`src/rtl/dvi_video_sequencer.sv`:
```
// Raster timing generator and period sequencer for a three-channel DVI (TMDS) link.
// Sync and data-enable are delayed two stages so they stay aligned with the fetched pixels.
module dvi_video_sequencer #(
   parameter int H_ACTIVE = 640,
   parameter int H_FRONT  = 16,
   parameter int H_SYNC   = 96,
   parameter int H_BACK   = 48,
   parameter int V_ACTIVE = 480,
   parameter int V_FRONT  = 10,
   parameter int V_SYNC   = 2,
   parameter int V_BACK   = 33,
   parameter bit HS_POL   = 1'b0,
   parameter bit VS_POL   = 1'b0,
   parameter int W        = 12
) (
   input  logic         clock,
   input  logic         reset,
   input  logic         enable,
   output logic         pix_req,
   output logic [W-1:0] x,
   output logic [W-1:0] y,
   output logic         frame_start,
   input  logic [23:0]  pix_rgb,
   output logic [7:0]   ch0_d,
   output logic [7:0]   ch1_d,
   output logic [7:0]   ch2_d,
   output logic [1:0]   ch0_c,
   output logic [1:0]   ch1_c,
   output logic [1:0]   ch2_c,
   output logic         de
);

   localparam int H_TOTAL = H_ACTIVE + H_FRONT + H_SYNC + H_BACK;
   localparam int V_TOTAL = V_ACTIVE + V_FRONT + V_SYNC + V_BACK;

   localparam logic [W-1:0] H_LAST = W'(H_TOTAL - 1);
   localparam logic [W-1:0] V_LAST = W'(V_TOTAL - 1);

   // Boundaries are one bit wider than the counters so a period ending at 2**W still compares.
   localparam logic [W:0] H_ACT_END  = (W+1)'(H_ACTIVE);
   localparam logic [W:0] H_SYNC_BEG = (W+1)'(H_ACTIVE + H_FRONT);
   localparam logic [W:0] H_SYNC_END = (W+1)'(H_ACTIVE + H_FRONT + H_SYNC);
   localparam logic [W:0] V_ACT_END  = (W+1)'(V_ACTIVE);
   localparam logic [W:0] V_SYNC_BEG = (W+1)'(V_ACTIVE + V_FRONT);
   localparam logic [W:0] V_SYNC_END = (W+1)'(V_ACTIVE + V_FRONT + V_SYNC);

   logic [W-1:0] h;
   logic [W-1:0] v;
   logic         active;
   logic         hs;
   logic         vs;
   logic         active_s1;
   logic         hs_s1;
   logic         vs_s1;

   // Disabling the raster parks it at the origin so re-enabling always starts a fresh frame.
   always_ff @(posedge clock) begin
      if (reset || !enable) begin
         h <= '0;
         v <= '0;
      end else if (h == H_LAST) begin
         h <= '0;
         v <= (v == V_LAST) ? '0 : v + W'(1);
      end else begin
         h <= h + W'(1);
      end
   end

   always_comb begin
      active = ({1'b0, h} < H_ACT_END) && ({1'b0, v} < V_ACT_END);
      hs     = ({1'b0, h} >= H_SYNC_BEG) && ({1'b0, h} < H_SYNC_END);
      vs     = ({1'b0, v} >= V_SYNC_BEG) && ({1'b0, v} < V_SYNC_END);
   end

   // Fetch contract: pix_req/x/y name one pixel this cycle and the source must present it on
   // pix_rgb in the very next cycle; there is no ready, the source can never stall the raster.
   assign pix_req     = active & enable;
   assign x           = h;
   assign y           = v;
   assign frame_start = enable && (h == '0) && (v == '0);

   always_ff @(posedge clock) begin
      if (reset) begin
         active_s1 <= 1'b0;
         hs_s1     <= 1'b0;
         vs_s1     <= 1'b0;
      end else begin
         active_s1 <= pix_req;
         hs_s1     <= hs & enable;
         vs_s1     <= vs & enable;
      end
   end

   // Stage 2 meets the pixel returned for the stage-1 request.
   always_ff @(posedge clock) begin
      if (reset) begin
         de    <= 1'b0;
         ch0_d <= 8'd0;
         ch1_d <= 8'd0;
         ch2_d <= 8'd0;
         ch0_c <= {~VS_POL, ~HS_POL};
      end else begin
         de    <= active_s1;
         ch0_d <= active_s1 ? pix_rgb[7:0]   : 8'd0;
         ch1_d <= active_s1 ? pix_rgb[15:8]  : 8'd0;
         ch2_d <= active_s1 ? pix_rgb[23:16] : 8'd0;
         ch0_c <= {vs_s1 ^ ~VS_POL, hs_s1 ^ ~HS_POL};
      end
   end

   assign ch1_c = 2'b00;
   assign ch2_c = 2'b00;

endmodule

```
`config.mk`:
```
export PLATFORM = sky130hd
export DESIGN_NAME = dvi_video_sequencer
export DESIGN_NICKNAME = d
export VERILOG_FILES = /design/src/rtl/dvi_video_sequencer.sv
export SDC_FILE = /design/constraint.sdc
export NUM_CORES = 1
export LEC_CHECK = 0
export ABC_AREA = 1
export BUFFER_PORTS_ARGS = -buffer_cell sky130_fd_sc_hd__buf_2
export CORE_ASPECT_RATIO = 0.9
export CORE_UTILIZATION = 53
export CTS_CLUSTER_DIAMETER = 60
export CTS_CLUSTER_SIZE = 30
export DETAILED_ROUTE_END_ITERATION = 10
export HOLD_SLACK_MARGIN = 0.02
export PLACE_DENSITY = 0.86
export SLEW_MARGIN = 10
export SYNTH_ARGS = -nofsm -noshare
export SYNTH_HDL_FRONTEND = slang
export SYNTH_SLANG_ARGS = --single-unit
```
`constraint.sdc`:
```
create_clock -name clock -period 2.8 [get_ports clock]
set_input_delay 0.14 -clock clock [delete_from_list [all_inputs] [get_ports clock]]
set_output_delay 0.14 -clock clock [all_outputs]
set_load 0.005 [all_outputs]
```
# Word level (Yosys, flattened, before mapping)
# Cells that the tools add are included.
dict set report totals {
  register_bits 54
  in_bits 27
  out_inout_bits 57
  word_cells 38
}
dict set report op_classes {
  add_sub_neg 2
  magnitude_cmp 6
  eq_ne 2
  n_mux 1
  bitwise_logic 6
  n_reduce_logical 11
}
# op n
set op_table {}
lappend op_table {{12-bit by 1-bit adder with 12-bit output (second input constant)} 2}
lappend op_table {{12-bit by 10-bit equality test with 1-bit output (second input constant)} 2}
lappend op_table {{12-bit zero test} 2}
lappend op_table {{12-bit by 10-bit < comparator with 1-bit output (second input constant)} 2}
lappend op_table {{12-bit by 9-bit < comparator with 1-bit output (second input constant)} 2}
lappend op_table {{12-bit by 10-bit >= comparator with 1-bit output (second input constant)} 1}
lappend op_table {{12-bit by 9-bit >= comparator with 1-bit output (second input constant)} 1}
lappend op_table {{12-bit two-way mux} 1}
lappend op_table {{1-bit logical AND} 5}
lappend op_table {{2-bit OR reduction} 2}
lappend op_table {{1-bit AND} 3}
lappend op_table {{1-bit inverter} 3}
lappend op_table {{1-bit zero test} 1}
lappend op_table {{1-bit logical OR} 1}

# Logic depth before layout (Yosys ltp)
# Gate-level depths: netlist (run 1).
dict set report logic_depth {
  ltp_word 3
  mapped_depth 9
  depth_no_buf 9
}

# Worst setup path after synthesis (run 1)
# OpenSTA, ideal clock, no wires.
dict set report synth_timing {
  path_type {reg2reg}
  from {register h[0], in the netlist x[0]}
  to {register v[3], in the netlist y[3]}
  setup_ns 0.112
  t_arrival_ns 1.191
  setup_slack_ns 1.497
  stages_incl_launch_ff 9
  n_path_buf 0
  synth_period_minus_slack_ns 1.303
  path_cell_list {dfxtp_1 -> ha_1 -> nand2_1 -> nor2_4 -> nand2_2 -> nor2_4 -> nand3_1 -> nand2_1 -> nor2_1}
}
dict set report synth_between {
  elab_chain_len 1
}
# item line
set synth_rtl {}
lappend synth_rtl {{from (decl)} 47} ;# logic [W-1:0] h;
lappend synth_rtl {{from (signal assigned)} 65} ;# h <= h + W'(1);
lappend synth_rtl {{12-bit by 10-bit equality test with 1-bit output} 61} ;# end else if (h == H_LAST) begin
lappend synth_rtl {{to (signal assigned)} 63} ;# v <= (v == V_LAST) ? '0 : v + W'(1);
lappend synth_rtl {{to (decl)} 48} ;# logic [W-1:0] v;
# Every way passes these cells.
# A chain may end at the register's enable or synchronous reset.

# Worst setup path in the final report (run 1)
dict set report layout_timing {
  from {register h[0], in the netlist x[0]}
  to {register v[0], in the netlist y[0]}
}
# Same word-level chain as after synthesis.

==> results of run 1 <==
-- layout make-up --
class	instances	area, um^2
clock inverter	3	28.8
tap	60	75.1
inverter	63	236
multi-input combinational	206	971
sequential	54	1080
fill	342	1220
timing repair buffer	87	475
clock buffer	5	68.8
-- how the worst max path moves through the flow --
stage	from	end	cells past startpoint
2_1_floorplan	x[0]$_SDFF_PP0_	y[3]$_SDFFE_PP0N_	8
3_3_place_gp	x[0]$_SDFF_PP0_	y[0]$_SDFFE_PP0N_	8
3_5_place_dp	x[0]$_SDFF_PP0_	y[0]$_SDFFE_PP0N_	8
4_1_cts	x[0]$_SDFF_PP0_	y[0]$_SDFFE_PP0N_	8
5_1_grt	x[0]$_SDFF_PP0_	y[0]$_SDFFE_PP0N_	8
6_report	x[0]$_SDFF_PP0_	y[0]$_SDFFE_PP0N_	8
-- stage by stage --
stage                     power (mW)  utilization (%)  instance area, um^2
final                           1.33             70.7                 2940
after global routing            1.38             70.7                 2940
after CTS                       1.34             70.7                 2940
after detailed placement       0.870             66.4                 2760
after global placement         0.867             66.4                 2760
after floorplan                0.838                -                 2350
-- flip-flops by register name (all words and copies together), names as in the netlist --
name	cells
ch2_d	8
y	12
de	1
ch1_d	8
ch0_d	8
hs_s1	1
vs_s1	1
ch0_c	2
active_s1	1
x	12
-- cell families (layout without fill, tap and decap cells) --
family	Yosys count	after routing	synth area share, %
AND/OR/NAND/NOR	184	184	35.3
XOR/XNOR	3	3	1.13
adder cells (fa/ha/maj)	4	4	2.14
buffers and inverters	72	158	12.6
other	1	4	0.161
flip-flops	54	54	46.3
AO/OA/AOI/OAI	11	11	2.41
-- cell usage in the layout, fill, tap and decap left out, types with 2 or more instances in the layout --
cell and count:
conb_1 4, nand3_2 2, clkbuf_8 5, nand3_1 21, xor2_1 2, nor2_2 5
nand2_2 4, nor2_4 4, inv_1 60, dlygate4sd3_1 8, a21oi_1 7, buf_2 79
o21ai_0 3, nand4_1 8, dfxtp_1 54, inv_2 3, nor3_1 9, ha_1 4
nand2_1 61, nor2_1 68
-- worst max-delay path: stages (launching register included) --
cell and delay (ps):
dfxtp_1 420, ha_1 190, nand2_1 100, nor2_4 310, nand3_2 140, nand2_2 230
nand2_2 140, inv_2 120, nor2_1 60
-- power by group through the flow --
stage,logic [mW],clock network (mW),registers [mW]
after floorplan,0.0356,0,0.803
after global placement,0.0670,0,0.800
after detailed placement,0.0690,0,0.801
after CTS,0.0784,0.474,0.783
after global routing,0.0881,0.503,0.785
final,0.0789,0.467,0.783
-- layer usage --
layer | part of all wire, % | global-route usage, % | routed length, um | vias to the layer above
li1 | - | - | - | 1157
met4 | 2.5 | 11.8 | 139 | 0
met2 | 49 | 40.3 | 2670 | 77
met3 | 5.3 | 4.82 | 288 | 16
met5 | 0 | 0 | 0 | -
met1 | 44 | 30.3 | 2390 | 1045
==> results.toml, run 1 <==
[layout]
final_nets = 448
area_delta_synth_final_pct = 25.8
drive_gt1_share_pct = 25.4
diodes = 0
instances_no_fill = 478

[timing]
fin_crit_sh_pct = 65.1
hold_viol = 0
max_freq_mhz = 549
final_max_slew_viol_count = 0
max_slew_margin_pct = 48.7
worst_slew_pin_slew_ps = 768
finalCriticalPeriod_ps = 1820
setup_ws_ps = 978
rsz0062_at_grt = "no"
holdWs_ps = 29.2
setup_tns_ps = 0
skew_ps = 9.55
setup_viol = 0

[clocking]
cts-resized-gates = 0
cts.reportedPaths.clkPinSlew_ps = 110
clk_path_buf_depth = 2
postCtsHoldBufs = 8
cts_root_buf = "clkbuf_8"
htreeDepth = 2
cts_setup_buffers = 0
clock_latency_ps = 320
cts_made_buffers = 5
cts_tree = "done"
clock-sinks = 54

[pwr]
seq_power_share_pct = 58.9
switchingPower_uw = 324
static-leakage-power_nw = 1.53
switching_share_pct = 24.3
vdd_drop_max_uv = 331
power_frac_clock_pct = 35.2
comb_power_share_pct = 5.9
internal_power_mw = 1.01
power_density_nw_per_um2 = 453

[synthesis]
synthTopCellsByCount = "nor2_1 (68), nand2_1 (61), inv_1 (60), dfxtp_1 (54), nand3_1 (21)"
synth_area_leaders = "dfxtp_1 (46%), nor2_1 (11%), nand2_1 (9.8%)"
synth_edf_count = 0
seq_area_frac_synth_pct = 46.3
ys_types = 24
syn_area_per_cell_um2 = 7.10
netlist_instances = 329
ys.flop_type = "dfxtp_1"
ys_warn_count = 0
synth_most_common_cell = "nor2_1"
async_flop_share_pct = 0
synth-seq-cells = 54
mappedNetlistArea_um2 = 2330
synth_top_area_cell = "dfxtp_1"
synth_top_area_share_pct = 46.3

[grt]
antenna_found_initial = 0
grt.total_usage_pct = 24.4
grt_max_degree = 26
overflow = 0
grt_pass1_vias = 1976
grt_pass1_wl_um = 8800

[setup_path]
critPathLaunchType = "flop"
r2r-end = "y[0]$_SDFFE_PP0N_"
worst-setup-path-type = "flop to flop"
cp_data_arrival_time_ps = 2040
rrSetupSlack_ps = 980
critical_path_required_ps = 3020
critPathMaxFanout = 14
reg2reg_depth = 8
r2r-start = "x[0]$_SDFF_PP0_"
end_kind = "flop"

[status]
outcome = "finished, final reports clean"

[place]
portBuffers = 79
preCtsSetupSlack_ps = 997
gp_congestion = 0.917
placed_cells = 462
dp_hpwl_um = 4020

[drt]
wl_per_cell_um = 11.5
vias = 2295
first_iter_violations = 234
avgViaCountPerCell = 4.80
drc = 0
postRouteAntennaNets = 0
routed_wirelength_um = 5490
drt_pre_antenna_iters = 4

[floorplan]
fp.coreArea_um2 = 4160
row_count = 22
die_h_um = 65.0
dieArea_um2 = 4670
start_util_pct = 56.2
io_pins = 84
die_w_um = 72.0

[flow_run]
maxCapViolations = 0

[worst_hold_path]
hold_end = "ch0_d[1]$_SDFF_PP0_"
hp-class = "primary input to flop"
hold_path_startpoint = "pix_rgb[1]"
whs_path_depth = 3
Power figures use the tool's default switching activity.
==> run 2: changes to the inputs <==
- CORE_UTILIZATION: 53 -> 49
- PLACE_DENSITY: 0.86 -> 0.8
- clock period: 2.8 -> 1.8 ns (I/O delays scaled with it)
==> results.toml, run 2 (synthesis results as in run 1) <==
[status]
outcome = "finished, final reports clean"

[timing]
max_freq_mhz = 638
setup_viol = 0
final_max_slew_viol_count = 0
rsz0062_at_grt = "no"
hold_viol = 0
fin_crit_sh_pct = 87.1
skew_ps = 13.3
setup_tns_ps = 0
finalCriticalPeriod_ps = 1570

[grt]
antenna_found_initial = 0
grt_pass1_wl_um = 9230
grt.total_usage_pct = 24.3
overflow = 0
grt_max_degree = 26
grt_pass1_vias = 2003

[place]
dp_hpwl_um = 3850
placed_cells = 468
gp_congestion = 0.928
dpl_cell_area_um2 = 2790
portBuffers = 79

[floorplan]
die_h_um = 67.5
die_w_um = 74.8
dieArea_um2 = 5050
row_count = 23
start_util_pct = 51.7
fp.coreArea_um2 = 4520
io_pins = 84

[layout]
instances_no_fill = 501
area_delta_synth_final_pct = 34.5
diodes = 0
drive_gt1_share_pct = 25.1
finish.instance_area_um2 = 3140
final_common_cell = "buf_2"
fillers = 368
layout_common_cells = "buf_2 (79), nor2_1 (68), nand2_1 (61)"
final_nets = 469
final_core_util_pct = 69.5

[clocking]
clock_latency_ps = 310
htreeDepth = 2
cts_root_buf = "clkbuf_8"
cts_tree = "done"
cts.reportedPaths.clkPinSlew_ps = 110
clock-sinks = 54
cts_setup_buffers = 0
clk_path_buf_depth = 2
cts_made_buffers = 5

[setup_path]
path_delay_family = "simple AND/OR/NAND/NOR gates"
worst-setup-path-type = "flop to primary output"
critPathMaxStageDelay_ps = 360
cp_cell_sequence = "inv_1, nand2_1, nor3_1, nand3_1, nor2_1, buf_2"
crit_slowest_cell = "dfxtp_1"
crit_buf_inv = 2
critPathMaxFanout = 5
rrSetupSlack_ps = 310
cp_data_arrival_time_ps = 1480
critPathLaunchType = "flop"
critical_path_required_ps = 1710
end_kind = "primary output"

[pwr]
power_density_nw_per_um2 = 668
static-leakage-power_nw = 1.63
vdd_drop_max_uv = 505
p_total_mw = 2.10

[drt]
drt_pre_antenna_iters = 4
drc = 0
vias = 2340
wl_per_cell_um = 11.7
routed_wirelength_um = 5860
first_iter_violations = 124
avgViaCountPerCell = 4.67
postRouteAntennaNets = 0

[worst_hold_path]
hp-class = "primary input to flop"

[flow_run]
maxCapViolations = 0
==> run 2: area by class of cell <==
class	instances	area (um^2)	area share, %
multi-input combinational	206	971	30.9
clock inverter	3	28.8	0.917
timing repair buffer	108	676	21.5
sequential	54	1080	34.4
clock buffer	5	68.8	2.19
inverter	63	236	7.53
tap	62	77.6	2.47
==> run 2: power by group <==
part	total (mW)	internal [mW]	switching, mW
combinational	0.159	0.0865	0.0722
clock	0.720	0.292	0.429
sequential	1.22	1.21	0.00642
total	2.10	1.59	0.507
==> run 2: tightest hold or removal path: stages <==
cell and delay (ps):
buf_2 90, inv_1 80, nor3_1 90, nand2_1 110, nor2_1 50
==> run 2: timing repair <==
item / in CTS / in global routing
hold buffers: 25 / 0
hold endpoints to repair: 27 / 0
gates resized for setup: 0 / 0
==> run 2: per-layer routing <==
layer	GRT usage, %	share of wire, %	up-vias
met5	0	0	-
met4	9.43	2.4	0
met3	4.33	5.5	15
met2	38.9	49	77
met1	32.6	43	1043
li1	-	-	1205
==> run 2: metrics by stage <==
step	hold slack, ps	worst slack, ps
floorplan	162	497
global placement	285	366
detailed placement	300	324
CTS	206	228
global route	265	42.3
finish	235	233
==> run 2: final timing paths <==
kind                                    startpoint                   end  depth (start not counted)
worst min register to register    vs_s1$_SDFF_PP0_   ch0_c[1]$_SDFF_PP1_                          1
worst max-delay path            y[10]$_SDFFE_PP0N_           frame_start                          6
worst max register to register     x[0]$_SDFF_PP0_     y[3]$_SDFFE_PP0N_                          8
worst min-delay path                        enable  active_s1$_SDFF_PP0_                          5
==> run 3: changes to the inputs <==
==> constraint.sdc (replaced) <==
create_clock -name clock -period 1.8 [get_ports clock]
set_input_delay 0.18 -clock clock [delete_from_list [all_inputs] [get_ports clock]]
set_output_delay 0.18 -clock clock [all_outputs]
set_load 0.005 [all_outputs]
==> results.toml, run 3 (synthesis results as in run 1) <==
[setup_path]
end_kind = "primary output"
critPathLaunchType = "flop"
critical_path_required_ps = 1620
cp_data_arrival_time_ps = 1470
rrSetupSlack_ps = 320
critPathMaxFanout = 5
worst-setup-path-type = "flop to primary output"

[clocking]
cts.reportedPaths.clkPinSlew_ps = 110
clock_latency_ps = 310
cts_root_buf = "clkbuf_8"
htreeDepth = 2
cts_made_buffers = 5
postCtsHoldBufs = 0
clock-sinks = 54
clk_path_buf_depth = 2
cts_tree = "done"

[grt]
grt.total_usage_pct = 20.8
overflow = 0
grt_max_degree = 26
grt_pass1_wl_um = 7970
grt_pass1_vias = 1758
antenna_found_initial = 0

[layout]
multi_input_area_um2 = 976
seq_area_um2 = 1080
fillers = 411
final_core_util_pct = 64.1
layout_common_cells = "buf_2 (79), nor2_1 (66), nand2_1 (61)"
final_common_cell = "buf_2"
area_delta_synth_final_pct = 24.1
diodes = 0
final_nets = 444
drive_gt1_share_pct = 27.5

[drt]
first_iter_violations = 98
dr_wl_met2_um = 2310
top_layer = "met4"
drt_pre_antenna_iters = 4
avgViaCountPerCell = 4.61
dr_wl_met3_um = 340
postRouteAntennaNets = 0
wl_met1_um = 2350
wl_per_cell_um = 10.6
drc = 0
routed_wirelength_um = 5040
vias = 2193

[place]
dp_hpwl_um = 3850
preCtsSetupSlack_ps = 324
portBuffers = 79
gp_congestion = 0.928

[floorplan]
io_pins = 84
start_util_pct = 51.7
dieArea_um2 = 5050
die_h_um = 67.5
row_count = 23
fp.coreArea_um2 = 4520
die_w_um = 74.8

[timing]
setup_tns_ps = 0
hold_viol = 0
finalCriticalPeriod_ps = 1650
setup_viol = 0
fin_crit_sh_pct = 91.7
max_freq_mhz = 606
final_max_slew_viol_count = 0
setup_ws_ps = 150
rsz0062_at_grt = "no"
skew_ps = 8.78

[pwr]
power_density_nw_per_um2 = 706
p_total_mw = 2.04
static-leakage-power_nw = 1.52
vdd_drop_max_uv = 509

[status]
outcome = "finished, final reports clean"

[worst_hold_path]
hp-class = "primary input to flop"

[flow_run]
maxCapViolations = 0
run 3: stage by stage:
stage          cells  hold WS, ps  area [um^2]
4_1_cts          476         49.5         2890
5_1_grt          476         58.8         2900
3_5_place_dp     468          356         2790
2_1_floorplan    332          252         2350
6_report         476         56.2         2900
3_3_place_gp     468          355         2790
run 3: what timing repair did:
item	CTS	global route
setup buffers	0	0
gates resized for setup	0	4
setup endpoints to repair	0	1
run 3: final cells by class:
class                           instances  share of cell area [%]
Sequential cell                        54                    37.4
Multi-Input combinational cell        206                    33.7
Timing Repair Buffer                   83                    14.7
Inverter                               63                    8.16
Tap cell                               62                    2.68
Clock buffer                            5                    2.38
Clock inverter                          3                   0.994
run 3: path summary, 6_finish.rpt:
check | from | cells after the start | to
worst min register to register | vs_s1$_SDFF_PP0_ | 1 | ch0_c[1]$_SDFF_PP1_
worst max-delay path | y[10]$_SDFFE_PP0N_ | 6 | frame_start
worst min-delay path | reset | 2 | active_s1$_SDFF_PP0_
worst max register to register | x[0]$_SDFF_PP0_ | 8 | y[3]$_SDFFE_PP0N_
run 3: per-layer routing:
metal,vias up,global-route usage [%]
li1,1152,-
met1,964,30.2
met2,73,31.2
met3,4,4.63
met4,0,4.95
met5,-,0
run 3: worst max-delay path, cell delays in order, from the launching register on:
cell     delay (ps)
dfxtp_1         360
inv_1            80
nand2_1          70
nor3_1          290
nand3_1         130
nor2_1          120
buf_2           130
run 3: power breakdown:
group / internal [mW] / total [mW] / switching (mW) / leakage (nW)
logic: 0.0509 / 0.110 / 0.0593 / 1.03
registers: 1.21 / 1.22 / 0.00547 / 0.439
clock network: 0.292 / 0.717 / 0.425 / 0.0506
